==> config.mk <==
export PLATFORM = sky130hd
export DESIGN_NAME = screen_dump_tx
export DESIGN_NICKNAME = d
export VERILOG_FILES = /design/src/rtl/screen_dump_tx_pkg.sv /design/src/rtl/screen_dump_tx_uart.sv /design/src/rtl/screen_dump_tx.sv
export SDC_FILE = /design/constraint.sdc
export NUM_CORES = 1
export LEC_CHECK = 0
export CORE_MARGIN = 4
export CORE_UTILIZATION = 45
export DETAILED_ROUTE_END_ITERATION = 8
export DONT_BUFFER_PORTS = 1
export GPL_TIMING_DRIVEN = 0
export SYNTH_ARGS = -nofsm -noshare
export SYNTH_HDL_FRONTEND = slang
export SYNTH_SLANG_ARGS = --single-unit
==> constraint.sdc <==
create_clock -name clk -period 1.7 [get_ports clk]
set_input_delay 0 -clock clk [delete_from_list [all_inputs] [get_ports clk]]
set_output_delay 0 -clock clk [all_outputs]
set_load 0.05 [all_outputs]
==> src/rtl/screen_dump_tx_pkg.sv <==
// screen_dump_tx_pkg: shared constants, FSM encoding and character filter for the screen dump path
package screen_dump_tx_pkg;
  localparam logic [7:0] ASCII_CR = 8'h0D;
  localparam logic [7:0] ASCII_LF = 8'h0A;
  localparam logic [7:0] ASCII_SP = 8'h20;
  localparam int TEXT_ROWS = 4;
  localparam int TEXT_COLS = 32;
  localparam int FRAME_BITS = 10;
  typedef enum logic [2:0] {
    S_IDLE, S_ADDR, S_WAIT, S_LOAD, S_SEND, S_CR, S_LF, S_DONE
  } state_t;
  function automatic logic [7:0] map_char(input logic [7:0] b);
    return (b >= 8'h20 && b <= 8'h7E) ? b : ASCII_SP;
  endfunction
endpackage

==> src/rtl/screen_dump_tx_uart.sv <==
// uart_tx_8n1: 8N1 serial transmitter with one setup cycle between acceptance and the start bit
module uart_tx_8n1 import screen_dump_tx_pkg::*; #(
  parameter int CLKS_PER_BIT = 10417
) (
  input  logic       clk,
  input  logic       reset_n,
  input  logic       tx_start,
  input  logic [7:0] tx_data,
  output logic       tx,
  output logic       tx_busy
);
  localparam int TW = $clog2(CLKS_PER_BIT);
  localparam logic [TW-1:0] T_LAST = TW'(CLKS_PER_BIT - 1);
  localparam logic [TW-1:0] T_FREE = TW'(CLKS_PER_BIT - 2);
  logic [TW-1:0] tmr_q, tmr_d;
  logic [9:0] sh_q, sh_d;
  logic [3:0] bit_q, bit_d;
  logic tx_q, tx_d, busy_q, busy_d;
  always_ff @(posedge clk or negedge reset_n) begin
    if (!reset_n) begin
      tmr_q  <= '0;
      sh_q   <= '1;
      bit_q  <= '0;
      tx_q   <= 1'b1;
      busy_q <= 1'b0;
    end else begin
      tmr_q  <= tmr_d;
      sh_q   <= sh_d;
      bit_q  <= bit_d;
      tx_q   <= tx_d;
      busy_q <= busy_d;
    end
  end
  // Busy drops one cycle before the stop bit ends: the next frame's setup cycle completes it.
  always_comb begin
    tmr_d  = tmr_q;
    sh_d   = sh_q;
    bit_d  = bit_q;
    tx_d   = tx_q;
    busy_d = busy_q;
    if (!busy_q) begin
      if (tx_start) begin
        busy_d = 1'b1;
        sh_d   = {1'b1, tx_data, 1'b0};
        tmr_d  = T_LAST;
        bit_d  = '0;
      end
    end else if (tmr_q == T_LAST) begin
      tx_d  = sh_q[0];
      sh_d  = {1'b1, sh_q[9:1]};
      tmr_d = '0;
      bit_d = bit_q + 4'd1;
    end else begin
      tmr_d  = tmr_q + 1'b1;
      busy_d = !(bit_q == 4'(FRAME_BITS) && tmr_q == T_FREE);
    end
  end
  assign tx      = tx_q;
  assign tx_busy = busy_q;
endmodule

==> src/rtl/screen_dump_tx.sv <==
// screen_dump_tx: streams the 4x32 text RAM row by row over 8N1 UART with CR LF after each row
module screen_dump_tx import screen_dump_tx_pkg::*; #(
  parameter int CLKS_PER_BIT = 10417,
  parameter int COL_START    = 24
) (
  input  logic       clk,
  input  logic       reset_n,
  input  logic       start,
  output logic [1:0] rd_row,
  output logic [4:0] rd_col,
  input  logic [7:0] rd_data,
  output logic       tx,
  output logic       busy,
  output logic       done
);
  localparam logic [4:0] COL0     = 5'(COL_START);
  localparam logic [4:0] COL_LAST = 5'(COL_START - 1);
  state_t state_q, state_d, sent_q, sent_d;
  logic [1:0] row_q, row_d;
  logic [4:0] col_q, col_d;
  logic tx_start, tx_busy;
  logic [7:0] tx_data;
  uart_tx_8n1 #(.CLKS_PER_BIT(CLKS_PER_BIT)) u_tx (
    .clk      (clk),
    .reset_n  (reset_n),
    .tx_start (tx_start),
    .tx_data  (tx_data),
    .tx       (tx),
    .tx_busy  (tx_busy)
  );
  always_ff @(posedge clk or negedge reset_n) begin
    if (!reset_n) begin
      state_q <= S_IDLE;
      sent_q  <= S_LOAD;
      row_q   <= '0;
      col_q   <= COL0;
    end else begin
      state_q <= state_d;
      sent_q  <= sent_d;
      row_q   <= row_d;
      col_q   <= col_d;
    end
  end
  // sent_q remembers what the UART is carrying so SEND knows where to go next.
  always_comb begin
    state_d  = state_q;
    sent_d   = sent_q;
    row_d    = row_q;
    col_d    = col_q;
    tx_start = 1'b0;
    tx_data  = ASCII_SP;
    case (state_q)
      S_IDLE: if (start) begin
        state_d = S_ADDR;
        row_d   = '0;
        col_d   = COL0;
      end
      S_ADDR: state_d = S_WAIT;
      S_WAIT: state_d = S_LOAD;
      S_LOAD, S_CR, S_LF: begin
        tx_start = 1'b1;
        tx_data  = state_q == S_CR ? ASCII_CR : state_q == S_LF ? ASCII_LF : map_char(rd_data);
        if (!tx_busy) begin
          sent_d  = state_q;
          state_d = S_SEND;
        end
      end
      S_SEND: if (!tx_busy) begin
        state_d = sent_q == S_CR ? S_LF
                : sent_q == S_LF ? (row_q == 2'(TEXT_ROWS - 1) ? S_DONE : S_ADDR)
                : col_q == COL_LAST ? S_CR : S_ADDR;
        if (sent_q == S_LOAD) col_d = col_q + 5'd1;
        if (sent_q == S_LF) begin
          row_d = row_q + 2'd1;
          col_d = COL0;
        end
      end
      S_DONE: begin
        state_d = S_IDLE;
        row_d   = '0;
        col_d   = COL0;
      end
      default: state_d = S_IDLE;
    endcase
  end
  assign rd_row = row_q;
  assign rd_col = col_q;
  assign busy   = state_q != S_IDLE;
  assign done   = state_q == S_DONE;
endmodule
# Yosys cells after proc, flatten, opt, wreduce, memory -nomap -nowiden
# Cells that the tools add are included.
[op_classes]
muxes = 34
n_lt_le_gt_ge = 2
n_eq_ne = 21
n_bitwise = 1
reduce_logical = 14
addsub = 4
[op_table]
columns = ["op", "n"]
rows = [
  ["$mux 14", 3],
  ["$mux 8", 4],
  ["$mux 10", 3],
  ["$eq 14x14->1 const B", 2],
  ["$mux 3", 7],
  ["$mux 5", 4],
  ["$eq 3x3->1 const B", 6],
  ["$pmux 3 s6", 1],
  ["$pmux 5 s3", 1],
  ["$add 14x1->14 const B", 1],
  ["$mux 4", 3],
  ["$ne 2x2->1 const B", 5],
  ["$eq 3x2->1 const B", 3],
  ["$ge 8x6->1 const B", 1],
  ["$le 8x7->1 const B", 1],
  ["$reduce_and 4->1", 2],
  ["$mux 2", 3],
  ["$pmux 2 s3", 1],
  ["$reduce_and 2->1", 3],
  ["$reduce_bool 3->1", 2],
  ["$add 5x1->5 const B", 1],
  ["$eq 5x5->1 const B", 1],
  ["$add 4x1->4 const B", 1],
  ["$eq 4x4->1 const B", 1],
  ["12 further kinds", 16],
]
[totals]
ff_bits = 43
elab_cells = 85
input_bits = 11

# Depth between registers and ports, before layout
# Gate-level depths: netlist of the first run.
[depth]
ltp_word = 8
mapped_depth = 9
mapped_depth_nobuf = 7

# By module
# A second synthesis of the first run with hierarchy kept.
[hier_totals]
hier_cells = 275
hier_area_um2 = 2636.3
[modules_own_cells]
columns = ["mod", "area_per_inst_um2", "instances", "cells_per_inst", "seq_area_each_um2"]
rows = [
  ["uart_tx_8n1", 1609.0, 1, 158, 738.2],
  ["screen_dump_tx", 1027.2, 1, 117, 330.3],
]

# Worst setup path after synthesis of the first run
# OpenSTA, ideal clock, no wires.
[synth_timing]
path_type = "register to register"
startpoint = "register u_tx.tmr_q[10]"
endpoint = "register u_tx.bit_q[3]"
arrival_time_ns = 1.762
path_buffers = 2
slack_ns = -0.188
setup_ns = 0.126
synth_period_minus_slack_ns = 1.888
stages_incl_launch_ff = 8
path_cell_list = "dfrtp_1 -> or4b_4 -> nor4_4 -> buf_6 -> a21oi_2 -> buf_6 -> o21ai_1 -> o31ai_1"
[synth_via]
elab_chain_cells = 3
[synth_lines]
columns = ["item", "line_no", "rtl"]
rows = [
  ["from (decl)", "screen_dump_tx_uart.sv:15", "logic [TW-1:0] tmr_q, tmr_d;"],
  ["from (signal assigned)", "screen_dump_tx_uart.sv:27", "tmr_q <= tmr_d;"],
  ["$eq 14x14->1", "screen_dump_tx_uart.sv:48", "end else if (tmr_q == T_LAST) begin"],
  ["$ne 2x2->1 (no source line)", "n/a", ""],
  ["$reduce_and 2->1 (no source line)", "n/a", ""],
  ["to (signal assigned)", "screen_dump_tx_uart.sv:29", "bit_q <= bit_d;"],
  ["to (decl)", "screen_dump_tx_uart.sv:17", "logic [3:0] bit_q, bit_d;"],
]
# No other way between the ends.
# A chain may end at the register's enable or synchronous reset.

# Final worst setup path of the first run
[layout_timing]
startpoint = "register u_tx.tmr_q[8]"
endpoint = "register u_tx.tmr_q[3]"
[layout_via]
elab_chain_cells = 3
[layout_lines]
columns = ["item", "line_no", "rtl"]
rows = [
  ["$eq 14x14->1", "screen_dump_tx_uart.sv:48", ""],
  ["$mux 14", "screen_dump_tx_uart.sv:48", ""],
  ["$mux 14", "screen_dump_tx_uart.sv:41", "if (!busy_q) begin"],
]
# No other way between the ends.

==> flow_summary.ini, run 1 <==
[worst_setup_path]
path_class = reg -> reg
max_stage_delay_ns = 0.59
required_ns = 1.89
arrival_ns = 2.19
crit_buf_inv = 1
slowest_stage = or4b_4
cp-end-kind = flop
start_kind = flop
cp_max_fo = 5
ff2ff_path_depth = 6
cp_cell_sequence = or4b_4, o41ai_4, buf_4, nor2_2, o21ai_2, o31ai_1
cpLargestDelayFamily = simple AND/OR/NAND/NOR gates
reg2reg_setup_slack_ns = -0.30
cp.depth = 6

[clock_network]
clk_pin_slew_worst_paths_ns = 0.08
cts-root-buf = clkbuf_8
clk_latency_ns = 0.30
clockBufferDepth = 2
clock_sinks = 42
htreeDepth = 2
cts-buffers-inserted = 5
cts_tree = done

[routing]
vias = 2200
drt-initial-drc-count = 137
drt_wl_total_um = 6320
dr.pass1.iters = 4
drc = 0
post_drt_wl_per_cell_um = 16.7
avgViaCountPerCell = 5.82
ant_nets = 0

[cells_and_area]
finalNetCount = 322
fin_cells = 378
synthToLayoutAreaGrowth_pct = 26.4
mostFrequentLayoutCells = dfrtp_1 (26), nand2_1 (24), dfstp_2 (14), buf_4 (14)
antenna_cells = 0
fillCellCount = 493
final_common_cell = dfrtp_1
layout-drive-gt1-share_pct = 36.9
fin_area_um2 = 3200

[global_routing]
grt_use_total_pct = 18.2
grt_max_degree = 43
overflow = 0
antenna_found_initial = 0
grt_pass1_wl_um = 10400
first_global_vias = 2052

[floorplanning]
num_rows = 27
initial_utilization_pct = 46.3
coreArea_um2 = 5470
die_w_um = 83.0
pin_count = 21
die_y_um = 83.0
dieArea_um2 = 6890

[timing]
final.period_utilization_pct = 118
max_freq_ghz = 0.501
slew_headroom_pct = 61.8
setup_viol = 29
hold_viol_final = 0
setup_slack_ns = -0.298
rsz0062_at_grt = true
min_period_ns = 2.00
fin_worst_skew_ns = 0.00242
tightest_slew_ns = 0.573
drv_slew = 0

[power_and_ir_drop]
p_sw_share_pct = 21.6
p_switching_mw = 0.406
share_seq_of_total_power_pct = 54.0
pwr-share-clk_pct = 42.8
p_comb_share_pct = 3.2
power_density_nw_per_um2 = 588
p_int_mw = 1.48
peakVddDrop_mv = 0.429
leakage_nw = 1.32
fin_total_pwr_mw = 1.88

[outcome]
violations = setup timing
outcome = finished with violations

[synthesis]
ys.flop_type = dfrtp_1
syn-num-nets = 291
avgSynthCellArea_um2 = 9.25
ys_seq_area_share_pct = 42.2
synth_cell_types = 62
ys.warnings.count = 0
synth_area_um2 = 2530
synth_edf_count = 0
ys_ff_latch = 42
syn_inst = 274
async_reset_ff_share_pct = 100

[placement]
gp_congestion = 0.804
io_buffers = 0
dpl.cell_count = 346
dp_hpwl_um = 3960
place_ws_ns = -0.266
dpl_cell_area_um2 = 2650

[worst_hold_path]
min_path_cells = 3
min_path_type = in -> reg

[flow_run]
cap_violations = 0
## metrics by stage
step | hold WS, ns | utilization (%) | TNS, ns
detailed placement | -0.294 | 48.3 | -5.97
finish | 0.0574 | 58.5 | -5.66
global placement | -0.294 | 48.3 | -5.69
global route | 0.0917 | 58.5 | -7.30
floorplan | -0.296 | - | -0.868
CTS | 0.0509 | 55.1 | -4.28
## sequential cells by signal, indices dropped and copies added, names as in the netlist
register and cells:
u_tx.bit_q 4, u_tx.sh_q 9, sent_q 3, rd_row 2
state_q 3, u_tx.tx_busy 1, u_tx.tmr_q 14, u_tx.tx 1
rd_col 5
## final cells by class
class,count,area (µm²),area share [%]
buffer,13,95.1,2.97
clock buffer,6,72.6,2.27
clock inverter,2,37.5,1.17
inverter,12,48.8,1.52
multi-input combinational,205,1540,48.0
sequential,42,1070,33.4
tap,72,90.1,2.81
timing repair buffer,26,249,7.77
## worst reg2reg max path, cell delays in order, from the launching register on
cell and delay, ns:
dfrtp_1 0.43, or4b_4 0.59, o41ai_4 0.37, buf_4 0.21
nor2_2 0.05, o21ai_2 0.14, o31ai_1 0.09
## power groups by stage
stage               Clock, mW  Combinational (mW)  Sequential (mW)
floorplan                   0              0.0170             1.03
global placement            0              0.0191             1.03
detailed placement          0              0.0194             1.04
CTS                     0.832              0.0613             1.02
global route            0.885              0.0665             1.02
finish                  0.807              0.0594             1.02
## cell families (layout without fill, tap and decap cells)
kind of cell,after synthesis,count (layout),share of synthesized area (%)
simple gates,103,103,22.8
compound gates,83,83,22.1
flops,42,42,42.2
buf+inv,27,59,5.04
xor+xnor,8,8,2.77
fa+ha+maj,6,6,2.96
mux,5,5,2.17
## path summary, 6_finish.rpt
path / from / end
min in group asynchronous: reset_n / state_q[2]$_DFFE_PN0P_
worst min-delay path: rd_data[7] / u_tx.sh_q[6]$_DFFE_PN1P_
worst min register to register: u_tx.sh_q[2]$_DFFE_PN1P_ / u_tx.sh_q[2]$_DFFE_PN1P_
worst max-delay path: u_tx.tmr_q[8]$_DFFE_PN0P_ / u_tx.tmr_q[3]$_DFFE_PN0P_
max in group asynchronous: reset_n / sent_q[0]$_DFFE_PN1P_
worst max register to register: u_tx.tmr_q[8]$_DFFE_PN0P_ / u_tx.tmr_q[3]$_DFFE_PN0P_
## cell usage after synthesis, drive strengths merged, types with 3 or more instances
cell type	number	area (µm²)
o31ai	3	22.5
or3	4	25.0
and3	7	45.1
o21ai	29	145
mux2	4	45.0
xor2	4	35.0
xnor2	4	35.0
nand4b	3	26.3
nor4	3	33.8
nand3	9	45.0
nor3	8	40.0
a22oi	4	30.0
and2	3	20.0
a311oi	4	41.3
a31oi	11	68.8
a21oi	11	58.8
nor2	19	71.3
inv	11	41.3
clkbuf	7	26.3
ha	6	75.1
nand4	5	31.3
nand2	28	105
buf	8	56.3
nor2b	3	18.8
dfrtp	28	701
dfstp	14	368
## what timing repair did
item / in CTS / in global routing
pin swaps: 14 / 10
resized for setup: 35 / 43
buffers inserted: 10 / 9
hold buffers: 7 / 0
setup endpoints to repair: 37 / 37
hold endpoints to repair: 47 / 0
gates cloned: 1 / 0
## metal layers
| metal | share of wire (%) | vias to the layer above | track usage (%) | wire length, µm |
|---|---|---|---|---|
| met1 | 49 | 1067 | 26.2 | 3090 |
| met5 | 0 | - | 0 | 0 |
| met3 | 4.0 | 6 | 4.27 | 252 |
| met4 | 1.2 | 0 | 4.90 | 74 |
| li1 | - | 1086 | - | - |
| met2 | 46 | 41 | 27.3 | 2910 |
(Power assumes the default switching activity.)
==> run 2: changes to the inputs <==
Settings changed: SETUP_SLACK_MARGIN set to 0.5.
==> flow_summary.ini, run 2 (synthesis results as in run 1) <==
[outcome]
outcome = finished with violations
violations = setup timing

[power_and_ir_drop]
power_density_nw_per_um2 = 507
p_comb_share_pct = 3.1
leakage_nw = 1.58
p_int_mw = 1.47
fin_total_pwr_mw = 1.89
share_seq_of_total_power_pct = 53.9
p_sw_share_pct = 22.1
peakVddDrop_mv = 0.383
pwr-share-clk_pct = 42.9
p_switching_mw = 0.418

[worst_setup_path]
ff2ff_path_depth = 6
r2r-end = u_tx.tmr_q[8]$_DFFE_PN0P_
start_kind = flop
reg2reg_setup_slack_ns = -0.22
r2r_start = u_tx.tmr_q[8]$_DFFE_PN0P_
cp_max_fo = 4
cp-end-kind = flop
arrival_ns = 2.11
required_ns = 1.88
path_class = reg -> reg

[placement]
io_buffers = 0
dp_hpwl_um = 4110
gp_congestion = 0.786
dpl_cell_area_um2 = 2750

[global_routing]
grt_max_degree = 43
grt_util_met2_pct = 33.9
use_met1_pct = 27.9
first_global_vias = 2353
antenna_found_initial = 0
grt_use_total_pct = 21.0
use_met3_pct = 5.46
top_usage_layer = met2
grt_pass1_wl_um = 12000
overflow = 0

[clock_network]
cts-buffers-inserted = 5
htreeDepth = 2
cts-root-buf = clkbuf_8
cts_tree = done
clock_sinks = 42
clockBufferDepth = 2
clk_pin_slew_worst_paths_ns = 0.09
clk_latency_ns = 0.30

[timing]
slew_headroom_pct = 60.2
finalSetupTns_ns = -4.28
tightest_slew_ns = 0.597
rsz0062_at_grt = true
drv_slew = 0
final.period_utilization_pct = 113
hold_ws_ns = 0.0205
min_period_ns = 1.92
hold_viol_final = 0
setup_slack_ns = -0.225
setup_viol = 30
fin_worst_skew_ns = 0.00554
max_freq_ghz = 0.520

[routing]
drt-initial-drc-count = 130
drc = 0
ant_nets = 0
post_drt_wl_per_cell_um = 17.9
drt_wl_total_um = 7240
dr.pass1.iters = 4
avgViaCountPerCell = 5.83
vias = 2355

[cells_and_area]
final_common_cell = buf_6
utilization_pct = 68.1
mostFrequentLayoutCells = buf_6 (27), dfrtp_1 (22), buf_4 (22)
fin_area_um2 = 3730
finalNetCount = 348
synthToLayoutAreaGrowth_pct = 47.2
layout-drive-gt1-share_pct = 50.9
antenna_cells = 0
largest_reg_flops = 14
top_register = u_tx.tmr_q

[worst_hold_path]
min_to = u_tx.sh_q[5]$_DFFE_PN1P_
hp-start = rd_data[4]
min_path_cells = 3
min_path_type = in -> reg

[flow_run]
cap_violations = 0

[floorplanning]
coreArea_um2 = 5470
dieArea_um2 = 6890
num_rows = 27
initial_utilization_pct = 46.3
die_y_um = 83.0
die_w_um = 83.0
pin_count = 21
## run 2: per-layer routing
| metal | vias up | wire length [µm] |
|---|---|---|
| li1 | 1130 | - |
| met1 | 1166 | 3310 |
| met2 | 49 | 3520 |
| met3 | 10 | 309 |
| met4 | 0 | 93 |
| met5 | - | 0 |
## run 2: power groups by stage
stage               logic, mW  clock network (mW)  registers [mW]
floorplan              0.0171                   0            1.03
global placement       0.0194                   0            1.03
detailed placement     0.0195                   0            1.04
CTS                    0.0598               0.823            1.02
global route           0.0675               0.864            1.02
finish                 0.0595               0.811            1.02
## run 2: layout make-up
cell class	instances	area, µm²
sequential	42	1080
clock inverter	3	40.0
multi-input combinational	205	1680
tap	72	90.1
inverter	12	60.1
buffer	15	194
clock buffer	5	68.8
timing repair buffer	50	519
fill	403	1740
## run 2: how the worst max path moves through the flow
stage	from	slack, ns	to	cells past startpoint
final	u_tx.tmr_q[8]$_DFFE_PN0P_	-0.22	u_tx.tmr_q[8]$_DFFE_PN0P_	6
after global routing	u_tx.tmr_q[9]$_DFFE_PN0P_	-0.31	u_tx.tmr_q[8]$_DFFE_PN0P_	6
after CTS	u_tx.tmr_q[9]$_DFFE_PN0P_	-0.20	u_tx.sh_q[2]$_DFFE_PN1P_	7
after detailed placement	u_tx.tmr_q[0]$_DFFE_PN0P_	-0.29	u_tx.tmr_q[8]$_DFFE_PN0P_	7
after global placement	u_tx.tmr_q[0]$_DFFE_PN0P_	-0.28	u_tx.tmr_q[8]$_DFFE_PN0P_	8
after floorplan	u_tx.tmr_q[9]$_DFFE_PN0P_	-0.11	u_tx.sh_q[2]$_DFFE_PN1P_	7
## run 2: per-stage QoR
step / setup slack, ns / cells
after floorplan: -0.110 / 274
after global placement: -0.276 / 346
after detailed placement: -0.291 / 346
after CTS: -0.200 / 397
after global routing: -0.314 / 404
final: -0.225 / 404
## run 2: what timing repair did
| item | in CTS | in global routing |
|---|---|---|
| gates cloned | 3 | 0 |
| pin swaps | 32 | 26 |
| resized for setup | 88 | 37 |
| hold buffers | 6 | 0 |
| buffers inserted | 34 | 7 |
| setup endpoints to repair | 43 | 44 |
| endpoints found under the hold margin | 46 | 0 |
## run 2: worst max-delay path: stages, from the launching register on
cell and delay [ns]:
dfrtp_1 0.40, or4b_4 0.58, o41ai_4 0.34, buf_4 0.20, a31oi_1 0.05, o21ai_1 0.15, o31ai_1 0.09
